## src/rtl/arith_pkg.sv

```systemverilog
// Shared arithmetic constants and the serial-adder state type.
package arith_pkg;

  localparam int unsigned NIBBLE_W = 4;

  typedef enum logic [1:0] {
    IDLE = 2'd0,
    RUN  = 2'd1,
    DONE = 2'd2
  } serial_state_t;

endpackage

```

## src/rtl/ripplecarryadder.sv

```systemverilog
// Combinational 4-bit ripple-carry adder; the only adder in the serial datapath.
module ripplecarryadder
  import arith_pkg::*;
(
  input  logic [NIBBLE_W-1:0] a,
  input  logic [NIBBLE_W-1:0] b,
  input  logic                cin,
  output logic [NIBBLE_W-1:0] s,
  output logic                cout
);

  logic [NIBBLE_W:0] carry;

  always_comb begin
    carry    = '0;
    s        = '0;
    carry[0] = cin;
    for (int i = 0; i < NIBBLE_W; i++) begin
      s[i]       = a[i] ^ b[i] ^ carry[i];
      carry[i+1] = (a[i] & b[i]) | (carry[i] & (a[i] ^ b[i]));
    end
    cout = carry[NIBBLE_W];
  end

endmodule

```

## src/rtl/nibble_serial_adder.sv

```systemverilog
// WIDTH-bit adder processed one nibble per cycle, LSB first, with valid/ready on both sides.
module nibble_serial_adder
  import arith_pkg::*;
#(
  parameter int unsigned WIDTH = 16
) (
  input  logic             clk,
  input  logic             rst_n,
  input  logic             in_valid,
  output logic             in_ready,
  input  logic [WIDTH-1:0] a,
  input  logic [WIDTH-1:0] b,
  input  logic             cin,
  output logic             out_valid,
  input  logic             out_ready,
  output logic [WIDTH-1:0] s,
  output logic             cout,
  output logic             ovf
);

  localparam int unsigned NIBBLES = WIDTH / NIBBLE_W;
  localparam int unsigned CNT_W   = (NIBBLES > 1) ? $clog2(NIBBLES) : 1;

  if ((WIDTH % NIBBLE_W) != 0 || WIDTH < NIBBLE_W) begin : g_width_check
    $fatal(1, "nibble_serial_adder: WIDTH must be a multiple of 4 and at least 4");
  end

  serial_state_t state_q, state_d;
  logic [CNT_W-1:0]    cnt_q;
  logic [WIDTH-1:0]    a_q, b_q, sum_q;
  logic                carry_q, a_msb_q, b_msb_q, cout_q, ovf_q;
  logic [NIBBLE_W-1:0] nib_s;
  logic                nib_cout;
  logic                last;
  logic [WIDTH-1:0]    sum_shift;

  ripplecarryadder u_rca (
    .a    (a_q[NIBBLE_W-1:0]),
    .b    (b_q[NIBBLE_W-1:0]),
    .cin  (carry_q),
    .s    (nib_s),
    .cout (nib_cout)
  );

  assign last = (cnt_q == CNT_W'(NIBBLES - 1));
  // New sum nibble enters at the top so the LSB nibble lands at bit 0 after NIBBLES shifts.
  assign sum_shift = (sum_q >> NIBBLE_W) | (WIDTH'(nib_s) << (WIDTH - NIBBLE_W));

  always_comb begin
    state_d = state_q;
    case (state_q)
      IDLE:    if (in_valid) state_d = RUN;
      RUN:     if (last) state_d = DONE;
      DONE:    if (out_ready) state_d = IDLE;
      default: state_d = IDLE;
    endcase
  end

  always_ff @(posedge clk or negedge rst_n) begin
    if (!rst_n) begin
      state_q <= IDLE;
      cnt_q   <= '0;
      a_q     <= '0;
      b_q     <= '0;
      sum_q   <= '0;
      carry_q <= 1'b0;
      a_msb_q <= 1'b0;
      b_msb_q <= 1'b0;
      cout_q  <= 1'b0;
      ovf_q   <= 1'b0;
    end else begin
      state_q <= state_d;
      case (state_q)
        IDLE: begin
          if (in_valid) begin
            a_q     <= a;
            b_q     <= b;
            carry_q <= cin;
            a_msb_q <= a[WIDTH-1];
            b_msb_q <= b[WIDTH-1];
            cnt_q   <= '0;
          end
        end
        RUN: begin
          a_q     <= a_q >> NIBBLE_W;
          b_q     <= b_q >> NIBBLE_W;
          sum_q   <= sum_shift;
          carry_q <= nib_cout;
          cnt_q   <= cnt_q + CNT_W'(1);
          if (last) begin
            cout_q <= nib_cout;
            ovf_q  <= (a_msb_q == b_msb_q) && (nib_s[NIBBLE_W-1] != a_msb_q);
          end
        end
        default: ;
      endcase
    end
  end

  assign in_ready  = (state_q == IDLE);
  assign out_valid = (state_q == DONE);
  assign s         = sum_q;
  assign cout      = cout_q;
  assign ovf       = ovf_q;

endmodule

```

## config.mk

```make
export PLATFORM = sky130hd
export DESIGN_NAME = nibble_serial_adder
export DESIGN_NICKNAME = d
export VERILOG_FILES = /design/src/rtl/arith_pkg.sv /design/src/rtl/ripplecarryadder.sv /design/src/rtl/nibble_serial_adder.sv
export SDC_FILE = /design/constraint.sdc
export NUM_CORES = 1
export LEC_CHECK = 0
export CAP_MARGIN = 20
export CORE_MARGIN = 2
export CORE_UTILIZATION = 50
export CTS_CLUSTER_SIZE = 20
export DETAILED_ROUTE_END_ITERATION = 12
export DONT_BUFFER_PORTS = 1
export GPL_TIMING_DRIVEN = 0
export PLACE_DENSITY = 0.65
export SYNTH_ARGS = -nofsm -noshare
export SYNTH_HDL_FRONTEND = slang
export SYNTH_SLANG_ARGS = --single-unit
```

## constraint.sdc

```tcl
create_clock -name clk -period 2.8 [get_ports clk]
set_clock_uncertainty 0.05 [all_clocks]
set_input_delay 0.28 -clock clk [delete_from_list [all_inputs] [get_ports clk]]
set_output_delay 0.28 -clock clk [all_outputs]
set_load 0.02 [all_outputs]
```

==> key figures, run 1 <==
Yosys
  • #FFs+latches synth: 57
  • Share of async-settable or async-resettable flops after synthesis: 1.00
  • Post-Synthesis Cells: between 200 and 300
  • Post-synth cell types: 24
  • Yosys warns: 0
  • Syn_nets: about 300
  • Post-synth EDFFs: 0
  • Synth Area per Inst: 10.1 um^2
  • Top_reg_cell synth: dfrtp_1
  • Seq/Total Area, Yosys: 0.550
  • Mapped Area: ~2600 um^2

Worst hold path
  • Worst Hold Path Cells: 1
  • Worst hold path type: input port to flip-flop

Worst setup path
  • Crit path max-delay family: adder cells
  • WS Path Type: flip-flop to flip-flop
  • Critical path depth: 10
  • CP max stage cell: fa_1
  • Worst path required time: slightly below 3000 ps
  • CP dominant cell by count: fa_1
  • CP bufs+invs: 3
  • R2r worst-path depth: 10
  • CP max FO: 3
  • Crit-path cells: fa_1 -> inv_1 -> fa_1 -> inv_1 -> fa_1 -> inv_1 -> fa_1 -> and3_1 -> nor2_1 -> o21ai_0
  • Max incr delay on CP: roughly 460 ps
  • Crit path launch type: flip-flop
  • Critical Path AT: 2680 ps
  • Endpoint class of the critical path: flip-flop

Global route
  • Largest net degree at the start of global routing: 58
  • Gr ovfl total: 0
  • First-pass GRT wire length: 9780 um
  • Tot GR Track Use: 0.219
  • Vias in the first global route: around 1900
  • Antenna violations before repair: 0

Routing
  • Post-route DRC: 0
  • Initial DRC count: around 130
  • ANT nets after route: 0
  • Detailed Route WL: 5880 um
  • Vias: about 1900
  • Drt first pass iters: 5
  • Avg Vias per Cell: ~5.5
  • WL/cell: roughly 17 um

Floorplan
  • Width of the die: roughly 76 um
  • Starting Density: 0.515
  • Core Box Area: between 5000 and 6000 um^2
  • Total I/O pin count: 57
  • Row cnt: 26
  • Die H: approximately 76 um
  • Die Footprint: between 5000 and 6000 um^2

Finish
  • Diode count: 0
  • Final core utilization: 0.574
  • Area Overhead vs Synth: 11.5%
  • Final net count: between 300 and 400
  • Fraction of layout cells with a size suffix above 1: 0.102

Power and ir drop
  • Sw power: about 1.4 mW
  • Int Pwr: between 2 and 2.5 mW
  • Static leakage: around 1.3 nW
  • VDD IR max: roughly 0.00049 V
  • Sw frac: 0.412
  • Clk pwr share: 0.192
  • PwrDens: ~1200 nW/um^2
  • Gate power share: 0.355
  • Power share of the sequential group: 0.452

Timing
  • Setup TNS: 0 ps
  • Period minus WS final: 2510 ps
  • Pins Over Slew Limit: 0
  • Tcrit/Tclk final: 0.898
  • RSZ-0062 raised after global routing: no
  • Rel. slew slack: 0.607
  • Fmax: a little under 400 MHz
  • Count of final setup violators: 0
  • Final Hold Fails: 0
  • Actual slew at the worst max-slew pin: slightly below 600 ps

Placement
  • Port Buf Inserts: 0
  • GPL Wtd Cong: between 0.7 and 0.8
  • Post-detail-place hpwl: just under 4000 um

Clocking
  • Root Driver: clkbuf_8
  • CTS tree: built
  • CTS H-Tree Depth: 3
  • Num Clock Sinks: 57
  • Clock Latency Late Sink: 330 ps
  • CTS max path bufs: 2
  • Post-cts sizing count: 0
  • Clk slew on worst S/H paths: ~60 ps
  • CTS Buf Count: 9

Flow run
  • Max_cap viols: 0

Status
  • Status: completed
## state kept, by name, summed over array words and instances, names as in the netlist
signal	count
s	16
cnt_q	2
state_q	2
carry_q	1
b_q	16
b_msb_q	1
ovf	1
a_msb_q	1
a_q	16
cout	1
## logic make-up (layout without fill, tap and decap cells)
family	Yosys count	in the layout	synth area share
buffers and inverters	28	45	0.0540
DFF	57	57	0.550
adders and majority gates	5	5	0.0357
and+or+nand+nor	82	82	0.145
muxes	2	2	0.0116
AOI/OAI and AO/OA	83	83	0.204
## synth_stat cells (all sizes together) (2+ instances only)
library cell	number	area (um^2)
a21oi	13	65.1
a22o	8	70.1
a22oi	24	180
a2bb2oi	5	43.8
buf	11	76.3
clkbuf	8	30.0
dfrtp	57	1430
fa	4	80.1
inv	9	33.8
mux2	2	30.0
nand2	58	218
nand2b	2	12.5
nor2	3	11.3
nor2b	16	115
o21ai	32	160
## power by group through the flow
stage	sequential [mW]	combinational (mW)	clock, mW
floorplan	1.49	0.933	0
global placement	1.55	1.17	0
detailed placement	1.56	1.20	0
CTS	1.55	1.23	0.679
global route	1.59	1.40	0.715
finish	1.55	1.21	0.658
## cells in the final DEF (no fill, tap or decap), types with 2 or more instances in the layout
master,instances
a22oi_1,24
dlygate4sd3_1,2
a2bb2oi_1,5
buf_6,3
o21ai_0,31
nor2b_1,14
clkbuf_1,11
mux2_4,2
buf_2,7
a21oi_1,13
nand2b_1,2
nor2_1,3
nor2b_4,2
clkbuf_8,11
inv_1,9
dfrtp_1,57
nand2_1,58
fa_1,4
a22o_1,8
## routing by layer
metal | GRT usage | up-vias | share of wire
met2 | 0.317 | 65 | 0.47
met5 | 0 | - | 0
met4 | 0.125 | 0 | 0.024
met1 | 0.302 | 926 | 0.44
li1 | - | 904 | -
met3 | 0.0545 | 11 | 0.068
## through the flow
stage	setup WS [ps]	power, mW	instance area [um^2]	cells	hold slack, ps
floorplan	418	2.42	2590	257	-65.6
global placement	286	2.73	2680	327	-64.2
detailed placement	275	2.76	2680	327	-64.2
CTS	261	3.46	2890	344	16.6
global route	126	3.71	2890	344	20.1
finish	285	3.42	2890	344	34.6
## area by class of cell
class / instances / area (um^2)
multi-input cells: 172 / 1030
inverters: 9 / 33.8
flip-flops and latches: 57 / 1430
fillers: 460 / 2150
repair buffers: 3 / 47.5
plain buffers: 19 / 106
clock buffers: 14 / 163
well taps: 70 / 87.6
## timing repair
item | in CTS | in global routing
setup buffers | 0 | 0
endpoints found under the hold margin | 58 | 0
hold buffers | 3 | 0
## worst paths after layout
check / from / to / slack [ps]
hold / removal: a[14] / a_q[14] / 30
setup / recovery: a_q[0] / ovf / 290
hold reg to reg: a_q[8] / a_q[8] / 430
setup reg to reg: a_q[0] / ovf / 290
min in group asynchronous: rst_n / s[1] / 420
max in group asynchronous: rst_n / b_q[15] / 2030
No activity file was read; power rests on OpenSTA's default activity.
==> run 2, diff against run 1 <==
--- a/config.mk
+++ b/config.mk
@@ -8,7 +8,7 @@
 export CAP_MARGIN = 20
 export CORE_MARGIN = 2
 export CORE_UTILIZATION = 50
-export CTS_CLUSTER_SIZE = 20
+export CTS_CLUSTER_SIZE = 10
 export DETAILED_ROUTE_END_ITERATION = 12
 export DONT_BUFFER_PORTS = 1
 export GPL_TIMING_DRIVEN = 0
==> results of run 2 <==
The final DEF is identical to that of run 1; final timing and power are the same.
==> run 3, diff against run 2 <==
--- a/config.mk
+++ b/config.mk
@@ -6,13 +6,15 @@
 export NUM_CORES = 1
 export LEC_CHECK = 0
 export CAP_MARGIN = 20
+export CELL_PAD_IN_SITES_DETAIL_PLACEMENT = 1
+export CELL_PAD_IN_SITES_GLOBAL_PLACEMENT = 2
 export CORE_MARGIN = 2
-export CORE_UTILIZATION = 50
+export CORE_UTILIZATION = 39
 export CTS_CLUSTER_SIZE = 10
 export DETAILED_ROUTE_END_ITERATION = 12
 export DONT_BUFFER_PORTS = 1
 export GPL_TIMING_DRIVEN = 0
-export PLACE_DENSITY = 0.65
+export PLACE_DENSITY = 0.89
 export SYNTH_ARGS = -nofsm -noshare
 export SYNTH_HDL_FRONTEND = slang
 export SYNTH_SLANG_ARGS = --single-unit
==> key figures, run 3 (synthesis gave the netlist of run 1 again) <==
Status
  • Status: completed

Routing
  • ANT nets after route: 0 (unchanged)
  • Post-route DRC: 0 (unchanged)
  • Vias: 1953 (+2.5%)
  • Detailed Route WL: 6580 um (+12%)
  • WL/cell: 18.7 um (+9.3%)
  • Avg Vias per Cell: 5.55 (+0.14%)
  • Initial DRC count: 97 (-25%)
  • Drt first pass iters: 4 (-1)

Placement
  • Port Buf Inserts: 0 (unchanged)
  • GPL Wtd Cong: 0.744 (-0.68%)
  • Post-detail-place hpwl: 4520 um (+16%)

Global route
  • Met3 Usage GRT: 0.0635 (+0.00902)
  • Vias in the first global route: 2047 (+9.5%)
  • First-pass GRT wire length: 10800 um (+10%)
  • Largest net degree at the start of global routing: 58 (unchanged)
  • Gr ovfl total: 0 (unchanged)
  • Tot GR Track Use: 0.195 (-0.0234)
  • Antenna violations before repair: 0 (unchanged)
  • GR Layer Usage met1: 0.252 (-0.0504)
  • Grt peak-use layer: met2
  • GR Util met2: 0.303 (-0.0137)

Flow run
  • Max_cap viols: 0 (unchanged)

Floorplan
  • Starting Density: 0.406 (-0.108)
  • Width of the die: 85.6 um (+13%)
  • Total I/O pin count: 57 (unchanged)
  • Core Box Area: 6390 um^2 (+27%)
  • Die Footprint: 7320 um^2 (+27%)
  • Die H: 85.6 um (+13%)
  • Row cnt: 29 (+12%)

Timing
  • Pins Over Slew Limit: 0 (unchanged)
  • Tcrit/Tclk final: 0.919 (+0.0205)
  • RSZ-0062 raised after global routing: no
  • Actual slew at the worst max-slew pin: 647 ps (+57.7 ps)
  • Count of final setup violators: 0 (unchanged)
  • Rel. slew slack: 0.569 (-0.0385)
  • Period minus WS final: 2570 ps (+57.3 ps)
  • Setup TNS: 0 ps (unchanged)
  • Fmax: 389 MHz (-2.2%)
  • Final Hold Fails: 0 (unchanged)

Finish
  • Area Overhead vs Synth: 13.0%
  • Diode count: 0 (unchanged)
  • Most common cell after layout, fill and taps aside: nand2_1
  • Final net count: 313 (unchanged)
  • Commonest cells after routing, fill and taps aside: nand2_1 (58), dfrtp_1 (57), o21ai_0 (31)
  • Fraction of layout cells with a size suffix above 1: 0.116 (+0.0142)

Power and ir drop
  • VDD IR max: 0.000701 V (+42%)
  • Overall power: 3.55 mW (+3.9%)
  • Static leakage: 1.35 nW (+1.2%)
  • PwrDens: 1210 nW/um^2 (+2.4%)

Clocking
  • Root Driver: clkbuf_8
  • Clk slew on worst S/H paths: 70 ps (about the same)
  • Clock Latency Late Sink: 340 ps (about the same)
  • CTS Buf Count: 9 (unchanged)
  • Num Clock Sinks: 57 (unchanged)
  • Post-cts sizing count: 0 (unchanged)
  • CTS H-Tree Depth: 3 (unchanged)
  • CTS max path bufs: 2 (unchanged)
  • CTS tree: built

Worst setup path
  • WS Path Type: flip-flop to flip-flop
  • Endpoint class of the critical path: flip-flop
  • Critical Path AT: 2740 ps (+60 ps)
  • CP max FO: 3 (unchanged)
  • Crit path launch type: flip-flop
  • Worst path required time: 2970 ps (about the same)

Worst hold path
  • Worst hold path type: input port to flip-flop
run 3: metal layers:
layer  vias to the layer above  share of wire
met1                       972           0.44
li1                        907              -
met4                         0          0.019
met2                        65           0.47
met5                         -              0
met3                         9          0.071
run 3: worst paths after layout:
path                             start  endpoint  slack, ps  cells past startpoint
worst min register to register  a_q[7]    a_q[7]        430                      2
max in group asynchronous        rst_n    b_q[1]       2020                      2
worst max register to register  a_q[0]       ovf        230                     10
worst min-delay path             a[14]   a_q[14]         20                      1
min in group asynchronous        rst_n      s[3]        400                      2
worst max-delay path            a_q[0]       ovf        230                     10
run 3: cell type report:
class                           count  area, um^2
Multi-Input combinational cell    172        1030
Timing Repair Buffer                3        47.5
Inverter                            9        33.8
Clock buffer                       10         138
Buffer                             19         106
Tap cell                           77        96.3
Sequential cell                    57        1430
Fill cell                         715        3450
Clock inverter                      5        56.3
run 3: worst max-delay path, stage by stage, from the launching register on:
cell and delay (ps):
dfrtp_1 440, fa_1 420, inv_1 70, fa_1 150
inv_1 50, fa_1 350, inv_1 90, fa_1 460
and3_1 200, nor2_1 100, o21ai_0 70
run 3: repair_timing:
item | in CTS | in global routing
setup buffers | 0 | 0
setup endpoints to repair | 0 | 0
endpoints found under the hold margin | 58 | 0
hold buffers | 3 | 0
run 3: power by group:
part | leakage (nW) | internal [mW] | switching, mW
Combinational | 0.520 | 0.483 | 0.750
Clock | 0.0981 | 0.428 | 0.337
Sequential | 0.732 | 1.16 | 0.389
run 3: stage by stage:
step | instances | setup slack, ps | utilization | hold WS [ps] | cell area [um^2]
final | 352 | 228 | 0.459 | 21.0 | 2930
after global routing | 352 | 77.8 | 0.459 | 16.2 | 2930
after global placement | 334 | 241 | 0.421 | -64.2 | 2690
after detailed placement | 334 | 219 | 0.421 | -64.3 | 2690
after floorplan | 257 | 418 | - | -65.6 | 2590
after CTS | 352 | 209 | 0.459 | 11.6 | 2930
